[src/rtl/arith_pkg.sv]
// Shared definitions for the serial arithmetic blocks: controller state encoding
// and the bit-counter width helper.
package arith_pkg;

    typedef enum logic [1:0] {
        IDLE = 2'd0,
        RUN  = 2'd1,
        DONE = 2'd2
    } arith_state_t;

    // A 1-bit operand still needs a 1-bit counter, so clamp the width at 1.
    function automatic int CNT_W(input int n);
        return (n <= 1) ? 1 : $clog2(n);
    endfunction

endpackage

[src/rtl/full_subtractor.sv]
// Single-bit full subtractor: d = a - b - bin, with borrow out.
module full_subtractor (
    input  logic a,
    input  logic b,
    input  logic bin,
    output logic d,
    output logic bout
);

    assign d    = a ^ b ^ bin;
    assign bout = (~a & b) | (~(a ^ b) & bin);

endmodule

[src/rtl/serial_ripple_subtractor.sv]
// Bit-serial A - B, LSB first, one full-subtractor cell with a registered borrow.
// diff = {A<B, (A-B) mod 2^n}, presented with valid/ready on both sides.
//
//  state | meaning
//  IDLE  | in_ready high, waiting for in_valid to latch operands
//  RUN   | one operand bit per cycle through the cell, cnt = bit index
//  DONE  | out_valid high, diff held until out_ready
module serial_ripple_subtractor
    import arith_pkg::*;
#(
    parameter int n = 4
) (
    input  logic         clk,
    input  logic         reset,
    input  logic         in_valid,
    output logic         in_ready,
    input  logic [n-1:0] A,
    input  logic [n-1:0] B,
    output logic         out_valid,
    input  logic         out_ready,
    output logic [n:0]   diff
);

    localparam int CW = CNT_W(n);

    arith_state_t  state, state_nxt;
    logic [n-1:0]  a_sh, b_sh;
    logic          borrow;
    logic [CW-1:0] cnt;
    logic [n:0]    diff_r, diff_nxt;
    logic          d, bout, last;

    full_subtractor u_fs (
        .a    (a_sh[0]),
        .b    (b_sh[0]),
        .bin  (borrow),
        .d    (d),
        .bout (bout)
    );

    assign last = (cnt == CW'(n - 1));

    always_comb begin
        state_nxt = state;
        in_ready  = 1'b0;
        out_valid = 1'b0;
        case (state)
            IDLE: begin
                in_ready = 1'b1;
                if (in_valid) state_nxt = RUN;
            end
            RUN: begin
                if (last) state_nxt = DONE;
            end
            DONE: begin
                out_valid = 1'b1;
                if (out_ready) state_nxt = IDLE;
            end
            default: state_nxt = IDLE;
        endcase
    end

    // Bit cnt of the result takes the cell's difference; the final borrow lands in the MSB.
    always_comb begin
        diff_nxt = diff_r;
        for (int i = 0; i < n; i++) begin
            if (cnt == CW'(i)) diff_nxt[i] = d;
        end
        if (last) diff_nxt[n] = bout;
    end

    always_ff @(posedge clk) begin
        if (reset) begin
            state  <= IDLE;
            a_sh   <= '0;
            b_sh   <= '0;
            borrow <= 1'b0;
            cnt    <= '0;
            diff_r <= '0;
        end else begin
            state <= state_nxt;
            case (state)
                IDLE: begin
                    if (in_valid) begin
                        a_sh   <= A;
                        b_sh   <= B;
                        borrow <= 1'b0;
                        cnt    <= '0;
                        diff_r <= '0;
                    end
                end
                RUN: begin
                    a_sh   <= a_sh >> 1;
                    b_sh   <= b_sh >> 1;
                    borrow <= bout;
                    diff_r <= diff_nxt;
                    if (!last) cnt <= cnt + CW'(1);
                end
                default: ;
            endcase
        end
    end

    assign diff = diff_r;

endmodule

[config.mk]
export PLATFORM = sky130hd
export DESIGN_NAME = serial_ripple_subtractor
export DESIGN_NICKNAME = d
export VERILOG_FILES = /design/src/rtl/arith_pkg.sv /design/src/rtl/full_subtractor.sv /design/src/rtl/serial_ripple_subtractor.sv
export SDC_FILE = /design/constraint.sdc
export NUM_CORES = 1
export LEC_CHECK = 0
export ABC_AREA = 1
export CAP_MARGIN = 20
export CORE_AREA = 8 8 59 61
export CTS_CLUSTER_SIZE = 28
export DETAILED_ROUTE_END_ITERATION = 10
export DIE_AREA = 0 0 67 69
export SYNTH_ARGS = -nofsm -noshare
export SYNTH_HDL_FRONTEND = slang
export SYNTH_SLANG_ARGS = --single-unit
[constraint.sdc]
create_clock -name clk -period 1.91 [get_ports clk]
set_clock_uncertainty 0.2 [all_clocks]
set_input_delay 0.573 -clock clk [delete_from_list [all_inputs] [get_ports clk]]
set_output_delay 0.573 -clock clk [all_outputs]
set_load 0.1 [all_outputs]
# Word-level counts from Yosys, hierarchy flattened
# Cells that the tools add are included.
dict set report op_classes {
  addsub 1
  n_eq_ne 12
  n_mux 22
  bitwise_logic 7
  reduce_logical 10
}
# cell n
set ops {}
lappend ops {{$reduce_and 3->1} 6}
lappend ops {{$pmux 4 s2} 2}
lappend ops {{$ne 2x2->1 const B} 7}
lappend ops {{$mux 2} 5}
lappend ops {{$pmux 5 s2} 1}
lappend ops {{$mux 1} 8}
lappend ops {{$mux 4} 2}
lappend ops {{$eq 2x2->1 const B} 3}
lappend ops {{$pmux 2 s3} 1}
lappend ops {{$mux 5} 1}
lappend ops {{$eq 2x1->1 const B} 2}
lappend ops {{$logic_not 2->1} 2}
lappend ops {{$pmux 2 s2} 1}
lappend ops {{$add 2x1->2 const B} 1}
lappend ops {{$and 1x1->1} 2}
lappend ops {{$not 1->1} 2}
lappend ops {{$pmux 1 s2} 1}
lappend ops {{$reduce_and 2->1} 1}
lappend ops {{$reduce_bool 2->1} 1}
lappend ops {{$xor 1x1->1} 2}
lappend ops {{$or 1x1->1} 1}
dict set report word_totals {
  regBits 18
  in_bits 12
  out_inout_bits 7
  elab_cells 61
}

# Depth between registers and ports, before layout
# Gate-level depths: netlist of run 1.
dict set report logic_depth {
  ltp_word 6
  ltp_mapped 8
  ltp_nobuf 8
}

# Hierarchy
# Synthesis of run 1 repeated with hierarchy kept, for this count alone.
dict set report unflattened {
  hier_cells 143
  hier_area_um2 949.7
}
# mod instances cells_per_inst area_per_inst_um2 seq_area_each_um2
set modules_own_cells {}
lappend modules_own_cells {serial_ripple_subtractor 1 139 918.4 360.3}
lappend modules_own_cells {full_subtractor 1 4 31.3 0.0}

# Worst setup path after synthesis of run 1
# No wires, ideal clock.
dict set report synth_path {
  kind {register to output}
  startpoint {register state[0]}
  endpoint {output out_valid}
  arrival_time_ns 1.774
  required_ns 1.137
  setup_slack_ns -0.637
  path_stages_with_launch 3
  path_buffers 1
  cell_sequence {dfxtp_1 > buf_6 > nor2_1}
}
dict set report synth_via {
  elab_chain_len 2
}
# item line
set synth_rtl {}
lappend synth_rtl {{start: declaration} serial_ripple_subtractor.sv:26} ;# arith_state_t state, state_nxt;
lappend synth_rtl {{start signal: assignment} serial_ripple_subtractor.sv:81} ;# state <= state_nxt;
lappend synth_rtl {{$eq 2x2->1} serial_ripple_subtractor.sv:47} ;# case (state)
lappend synth_rtl {{$mux 1} serial_ripple_subtractor.sv:47}
lappend synth_rtl {{end: declaration} serial_ripple_subtractor.sv:19} ;# output logic out_valid,
# Every way passes these cells.

# Final worst setup path of run 1
dict set report layout_path {
  startpoint {register state[1]}
  endpoint {output out_valid}
}
# The elaborated chain is that of the path after synthesis.

==> summary.md, run 1 <==
| Metric | Value |
|---|---|
| Status | completed |
| Synth Warn # | 0 |
| Layout cell share with drive strength beyond 1 | 14.86% |
| Remaining antenna violation count | 0 |
| Synth Area in Simple Gates | 37.71% |
| Slew at the pin with the worst max-slew slack | 0.2789 ns |
| Clk Latency, worst-skew pair | 0.30 ns |
| Drt drc | 0 |
| Post-DP HPWL | 1623 um |
| Largest family of logic cells by synthesized area | simple AND/OR/NAND/NOR gates |
| GRT Total Usage | 9.984% |
| Kind of critical path | reg -> out |
| Post-synthesis sequential area ratio | 37.07% |
| Mean Syn Cell Area | 6.481 um2 |
| CP peak stage delay | 0.39 ns |
| Core area | 2615 um2 |
| Clock sinks | 18 |
| Initial DRC count | 30 |
| Vias in the first global route | 904 |
| Starting Density | 37.18% |
| Synth Area in Compound Gates | 5.148% |
| Port bufs | 18 |
| Max VDD drop | 0.0004539 V |
| Leakage | 0.0006581 uW |
| Antenna violations before repair | 0 |
| # fillers | 276 |
| DRT Pass-1 Iters | 5 |
| CTS Buf Count | 3 |
| Critical path origin | state[1]$_SDFFE_PP0P_ |
| Post-Synth XOR/XNOR Area | 0% |
| Slew HR | 81.29% |
| Unrepaired setup endpoints after global routing | no |
| DRT Wirelength | 2095 um |
| Highest clock rate | 536.6 MHz |
| Die area | 4623 um2 |
| Antenna Cells | 0 |
| DIE WIDTH | 67 um |
| H-tree Lvls | 1 |
| Number of buffers and inverters on the critical path | 2 |
| Clock Tree Buf Depth | 2 |
| Maxcap violations | 0 |
| Largest net degree at the start of global routing | 18 |
| Sequence of cells on the critical path | inv_2 -> nor2_4 -> buf_12 |
| Synthesized cell area | 972.2 um2 |
| Area of the multi-input gates | 501.7 um2 |
| NumNets Final | 193 |
| Period minus WS final | 1.863 ns |
| Worst reg2reg path startpoint | a_sh[0]$_SDFFE_PP0P_ |
| Mux contribution to synthesized area | 0% |
| Clk slew on worst S/H paths | 0.11 ns |
| Hold Path Class | reg -> reg |
| Syn Nets | 167 |
| Core Rows | 19 |
| CP Launch Type | flip-flop |
| Remaining global-route overflow | 0 |
| Unique masters post-synth | 18 |
| Worst min-delay path startpoint | b_sh[3]$_SDFFE_PP0P_ |
| Post-CTS Hold Fix Bufs | 0 |
| Vias per inst | 4.631 |
| Post-Synthesis Cells | 150 |
| CP max FO | 8 |
| Fin. Hold Viols | 0 |
| Layout Cells excl Fill | 206 |
| First-pass GRT wire length | 3691 um |
| Crit path DAT | 1.09 ns |
| Critical-path top delay cell | dfxtp_4 |
| CTS tree | done |
| Root buffer cell | clkbuf_4 |
| Sequential Area | 365.4 um2 |
| Layout overhead on the synthesized area | 38.61% |
| I/O pins | 19 |
| CP endpoint kind | output port |
| Hold_ws | 0.2667 ns |
| DR vias | 954 |
| Period Utilization, post-route | 97.56% |
| Post-synthesis adder-cell area fraction | 7.207% |
| # setup viols final | 0 |
| Routed wire per std cell | 10.17 um |
| Top cell family by delay on the critical path | flip-flops |
| Slew Viols, Final | 0 |
| Pwr per Cell Area | 737.1 nW/um2 |
| Die height | 69 um |
| Number of synthesized register bits | 18 |
| CP Data Required Time | 1.14 ns |
| Gp weighted congestion | 0.8164 |
| Dpl cells | 201 |
==> synthesized netlist by cell type <==
master / number / share of area [%]
nand3_1: 11 / 5.7
a21oi_1: 6 / 3.1
nand2_2: 1 / 0.64
fa_1: 1 / 2.1
nor2_1: 30 / 12
clkinv_1: 1 / 0.39
clkbuf_2: 1 / 0.51
inv_1: 24 / 9.3
buf_6: 2 / 2.3
dfxtp_1: 18 / 37
ha_1: 4 / 5.1
nand3b_1: 1 / 0.77
nand2_1: 42 / 16
nand3_2: 1 / 1.0
nor2_2: 1 / 0.64
inv_2: 1 / 0.39
nor2_4: 1 / 1.2
o21ai_0: 4 / 2.1
==> per-stage QoR <==
stage	TNS [ns]	instance area (um2)	power [uW]	util, %	worst slack, ns
after floorplan	0	987.2	646.2	-	0.1062
after global placement	-0.03860	1299	758.6	49.67	-0.02852
after detailed placement	-0.1506	1299	763.6	49.67	-0.04476
after CTS	0	1339	1013	51.20	0.01244
after global routing	0	1348	1056	51.53	0.0006023
final	0	1348	993.3	51.53	0.04655
==> per-layer routing <==
metal	GRT usage, %	part of all wire [%]
met2	16.28	50
met1	11.26	42
met4	5.581	2.4
met5	0	0
met3	2.585	5.2
==> area by class of cell <==
class,instances,share of cell area [%]
timing repair buffer,24,22.84
inverter,26,7.242
clock buffer,4,2.693
multi-input combinational,103,37.23
tap,31,2.878
sequential,18,27.11
==> power breakdown <==
group / leakage [uW] / switching (uW) / total [uW] / internal, uW
Combinational: 0.000488 / 193 / 322 / 129
Sequential: 0.000149 / 25.4 / 429 / 404
Clock: 0.0000210 / 125 / 242 / 116
Total: 0.000658 / 344 / 993 / 649
==> cell usage in the layout, fill, tap and decap left out, types with 3 or more instances in the layout <==
cell type | Yosys | layout
a21oi_1 | 6 | 6
buf_12 | 0 | 8
buf_4 | 0 | 5
clkbuf_4 | 0 | 3
clkdlybuf4s50_1 | 0 | 11
dfxtp_1 | 18 | 16
ha_1 | 4 | 4
inv_1 | 24 | 24
nand2_1 | 42 | 42
nand3_1 | 11 | 11
nor2_1 | 30 | 28
nor2_4 | 1 | 3
o21ai_0 | 4 | 4
==> path summary, 6_finish.rpt <==
check	slack [ns]	cells past startpoint	endpoint
max	0.05	3	out_valid
min	0.27	2	b_sh[3]$_SDFFE_PP0P_
max reg2reg	0.38	6	diff[3]$_SDFFE_PP0P_
min reg2reg	0.27	2	b_sh[3]$_SDFFE_PP0P_
==> what timing repair did <==
action / 4_1_cts / 5_1_grt
buffers inserted: 0 / 1
resized for setup: 2 / 1
endpoints found under the setup margin: 1 / 2
==> worst reg2reg max path, cell delays in order (launching register included) <==
cell and delay (ns):
dfxtp_1 0.34, inv_1 0.05, fa_1 0.42, nand3b_1 0.22
nand3_1 0.12, nand2_1 0.06, nor2_1 0.08
==> registers in the layout (all words and copies together) (netlist names) <==
| signal | cells |
|---|---|
| diff | 5 |
| a_sh | 4 |
| b_sh | 4 |
| cnt | 2 |
| state | 2 |
| borrow | 1 |
==> cells by family after synthesis <==
family                     Yosys count
and+or+nand+nor                     88
AOI/OAI and AO/OA                   10
adders and majority gates            5
DFF                                 18
buffers and inverters               29
Note: power is estimated with default switching activity, not from simulation.
==> inputs of run 2 (changes only) <==
--- a/config.mk
+++ b/config.mk
@@ -11,6 +11,7 @@
 export CTS_CLUSTER_SIZE = 28
 export DETAILED_ROUTE_END_ITERATION = 10
 export DIE_AREA = 0 0 67 69
+export SLEW_MARGIN = 30
 export SYNTH_ARGS = -nofsm -noshare
 export SYNTH_HDL_FRONTEND = slang
 export SYNTH_SLANG_ARGS = --single-unit
==> results of run 2 <==
Same layout as run 1: the final DEF is identical, and so are final timing and power.
==> inputs of run 3 (changes only) <==
--- a/config.mk
+++ b/config.mk
@@ -11,6 +11,7 @@
 export CTS_CLUSTER_SIZE = 28
 export DETAILED_ROUTE_END_ITERATION = 10
 export DIE_AREA = 0 0 67 69
+export REMOVE_ABC_BUFFERS = 1
 export SLEW_MARGIN = 30
 export SYNTH_ARGS = -nofsm -noshare
 export SYNTH_HDL_FRONTEND = slang
==> run 3 against run 2 <==
Against the previous run:
- core utilization is 0.38 points lower
- design area down 0.74%
- worst setup slack improved by 0.023 ns
- count of clock-buffer cells in the layout stayed put
- critical endpoint unchanged
==> summary.md, run 3 (same netlist as run 1, synthesis figures left out) <==
| Metric | Value |
|---|---|
| CP max FO | 3 (was 8) |
| Drt drc | 0 (unchanged) |
| Number of buffers and inverters on the critical path | 2 (unchanged) |
| GRT Total Usage | 9.834% (was 9.984%) |
| Post-CTS Hold Fix Bufs | 0 (unchanged) |
| DIE WIDTH | 67 um (unchanged) |
| Sequential power share | 43.5% (was 43.2%) |
| I/O pins | 19 (unchanged) |
| Total power | 990.3 uW (was 993.3 uW) |
| Slew at the pin with the worst max-slew slack | 0.2641 ns (was 0.2789 ns) |
| Leakage | 0.0006517 uW (was 0.0006581 uW) |
| Antenna violations before repair | 0 (unchanged) |
| Design Area, Final | 1338 um2 (was 1348 um2) |
| Part of the power in combinational logic | 32.3% (was 32.4%) |
| GRT Max-Usage Layer | met2 (unchanged) |
| Cells on worst reg2reg path | 6 (unchanged) |
| H-tree Lvls | 1 (unchanged) |
| Post-DP HPWL | 1638 um (was 1623 um) |
| Sw Share | 34.46% (was 34.65%) |
| CP endpoint kind | output port (unchanged) |
| Layout cell share with drive strength beyond 1 | 14.37% (was 14.86%) |
| Core Rows | 19 (unchanged) |
| Slew HR | 82.29% (was 81.29%) |
| Post-CTS Setup Repair Bufs | 0 (unchanged) |
| Grt met3 use | 2.585% (unchanged) |
| DR vias | 913 (was 954) |
| Remaining antenna violation count | 0 (unchanged) |
| Status | completed (unchanged) |
| Remaining global-route overflow | 0 (unchanged) |
| # setup viols final | 0 (unchanged) |
| Highest clock rate | 543.2 MHz (was 536.6 MHz) |
| Final core utilization | 51.15% (was 51.53%) |
| Int Pwr | 649.0 uW (was 649.1 uW) |
| Fin. Hold Viols | 0 (unchanged) |
| Vias in the first global route | 877 (was 904) |
| Antenna Cells | 0 (unchanged) |
| DRT Pass-1 Iters | 4 (was 5) |
| First-pass GRT wire length | 3691 um (unchanged) |
| Commonest cells after routing, fill and taps aside | nand2_1, nor2_1, inv_1 (unchanged) |
| Largest net degree at the start of global routing | 18 (unchanged) |
| Slew Viols, Final | 0 (unchanged) |
| Core area | 2615 um2 (unchanged) |
| Pwr per Cell Area | 740.4 nW/um2 (was 737.1 nW/um2) |
| Hold Path Class | reg -> reg (unchanged) |
| Root buffer cell | clkbuf_4 (unchanged) |
| NumNets Final | 192 (was 193) |
| Maxcap violations | 0 (unchanged) |
| Max reg flops | 5 (unchanged) |
| Routed wire per std cell | 10.12 um (was 10.17 um) |
| R2r setup slk | 0.37 ns (was 0.38 ns) |
| R2R Path End | diff[3]$_SDFFE_PP0P_ (unchanged) |
| GRT met1 Usage | 11.95% (was 11.26%) |
| Area post-placement | 1284 um2 (was 1299 um2) |
| Kind of critical path | reg -> out (unchanged) |
| Layout overhead on the synthesized area | 37.58% (was 38.61%) |
| Die area | 4623 um2 (unchanged) |
| Unrepaired setup endpoints after global routing | no (unchanged) |
| CP Data Required Time | 1.14 ns (about the same) |
| CP Launch Type | flip-flop (unchanged) |
| Crit path DAT | 1.07 ns (was 1.09 ns) |
| Vias per inst | 4.454 (was 4.631) |
| Clk slew on worst S/H paths | 0.11 ns (about the same) |
| Period Utilization, post-route | 96.38% (was 97.56%) |
| Period minus WS final | 1.841 ns (was 1.863 ns) |
| Sequence of cells on the critical path | inv_2 -> nor2_4 -> buf_12 (unchanged) |
| Port bufs | 18 (unchanged) |
| Worst min-delay path startpoint | b_sh[3]$_SDFFE_PP0P_ (unchanged) |
| CP peak stage delay | 0.41 ns (was 0.39 ns) |
| Commonest non-fill, non-tap cell in the layout | nand2_1 (unchanged) |
| Met2 usage | 15.64% (was 16.28%) |
| Gp weighted congestion | 0.8054 (was 0.8164) |
| CTS Buf Count | 3 (unchanged) |
| Clock Tree Buf Depth | 2 (unchanged) |
| Critical-path top delay cell | dfxtp_2 (was dfxtp_4) |
| Clk Latency, worst-skew pair | 0.29 ns (was 0.30 ns) |
| CTS tree | done (unchanged) |
| Clock sinks | 18 (unchanged) |
| Clk pwr share | 24.1% (was 24.3%) |
| Initial DRC count | 32 (was 30) |
| Worst hold endpoint | b_sh[3]$_SDFFE_PP0P_ (unchanged) |
| Hold Path Cell Cnt | 2 (unchanged) |
| Max VDD drop | 0.0004060 V (was 0.0004539 V) |
| Die height | 69 um (unchanged) |
| Psw | 341.3 uW (was 344.2 uW) |
| DRT Wirelength | 2075 um (was 2095 um) |
| Top cell family by delay on the critical path | flip-flops (unchanged) |
| Starting Density | 37.18% (unchanged) |
| Worst reg2reg path startpoint | a_sh[0]$_SDFFE_PP0P_ (unchanged) |
==> run 3: final cells by class <==
class / instances / area (um2)
fillers: 263 / 1277
multi-input cells: 103 / 501.7
flip-flops and latches: 18 / 362.8
repair buffers: 23 / 300.3
inverters: 26 / 97.59
well taps: 31 / 38.79
clock buffers: 4 / 36.28
==> run 3: per-layer routing <==
metal | wire length, um | vias up | part of all wire [%]
met5 | 0 | - | 0
met4 | 28 | 0 | 1.3
met3 | 136 | 4 | 6.6
met2 | 953 | 22 | 46
met1 | 956 | 392 | 46
li1 | - | 495 | -
==> run 3: power groups by stage <==
stage	combinational [uW]	clock [uW]	sequential, uW
after floorplan	128	0	506
after global placement	317	0	437
after detailed placement	321	0	438
after CTS	322	242	429
after global routing	352	258	435
final	320	239	431
==> run 3: through the flow <==
stage                     setup TNS (ns)  worst slack, ns  cells  hold slack, ns
after floorplan                   -4.493          -0.6460    147          0.2393
after global placement           -0.2219         -0.04338    201          0.2545
after detailed placement         -0.5291         -0.07577    201          0.2613
after CTS                        -0.1749         -0.09503    205          0.2769
after global routing                   0          0.03728    205          0.3016
final                                  0          0.06922    205          0.2717
==> run 3: what timing repair did <==
action | in CTS | in global routing
cloned | 0 | 0
pin swaps | 0 | 0
endpoints found under the setup margin | 2 | 2
resized for setup | 0 | 6
==> run 3: tightest hold or removal path: cells and delay by family, from the launching register on <==
family,cells,cell delay [ns]
AOI/OAI and AO/OA,1,0.06
DFF,1,0.32
and+or+nand+nor,1,0.06
==> run 3: worst max path at each step <==
stage / start / to / slack (ns) / cells after the start
3_5_place_dp: in_valid / diff[3]$_SDFFE_PP0P_ / -0.08 / 6
4_1_cts: state[0]$_SDFFE_PP0P_ / in_ready / -0.1 / 2
5_1_grt: state[1]$_SDFFE_PP0P_ / out_valid / 0.04 / 3
6_report: state[1]$_SDFFE_PP0P_ / out_valid / 0.07 / 3
3_3_place_gp: in_valid / diff[3]$_SDFFE_PP0P_ / -0.04 / 6
2_1_floorplan: state[0]$_SDFFE_PP0P_ / in_ready / -0.65 / 1
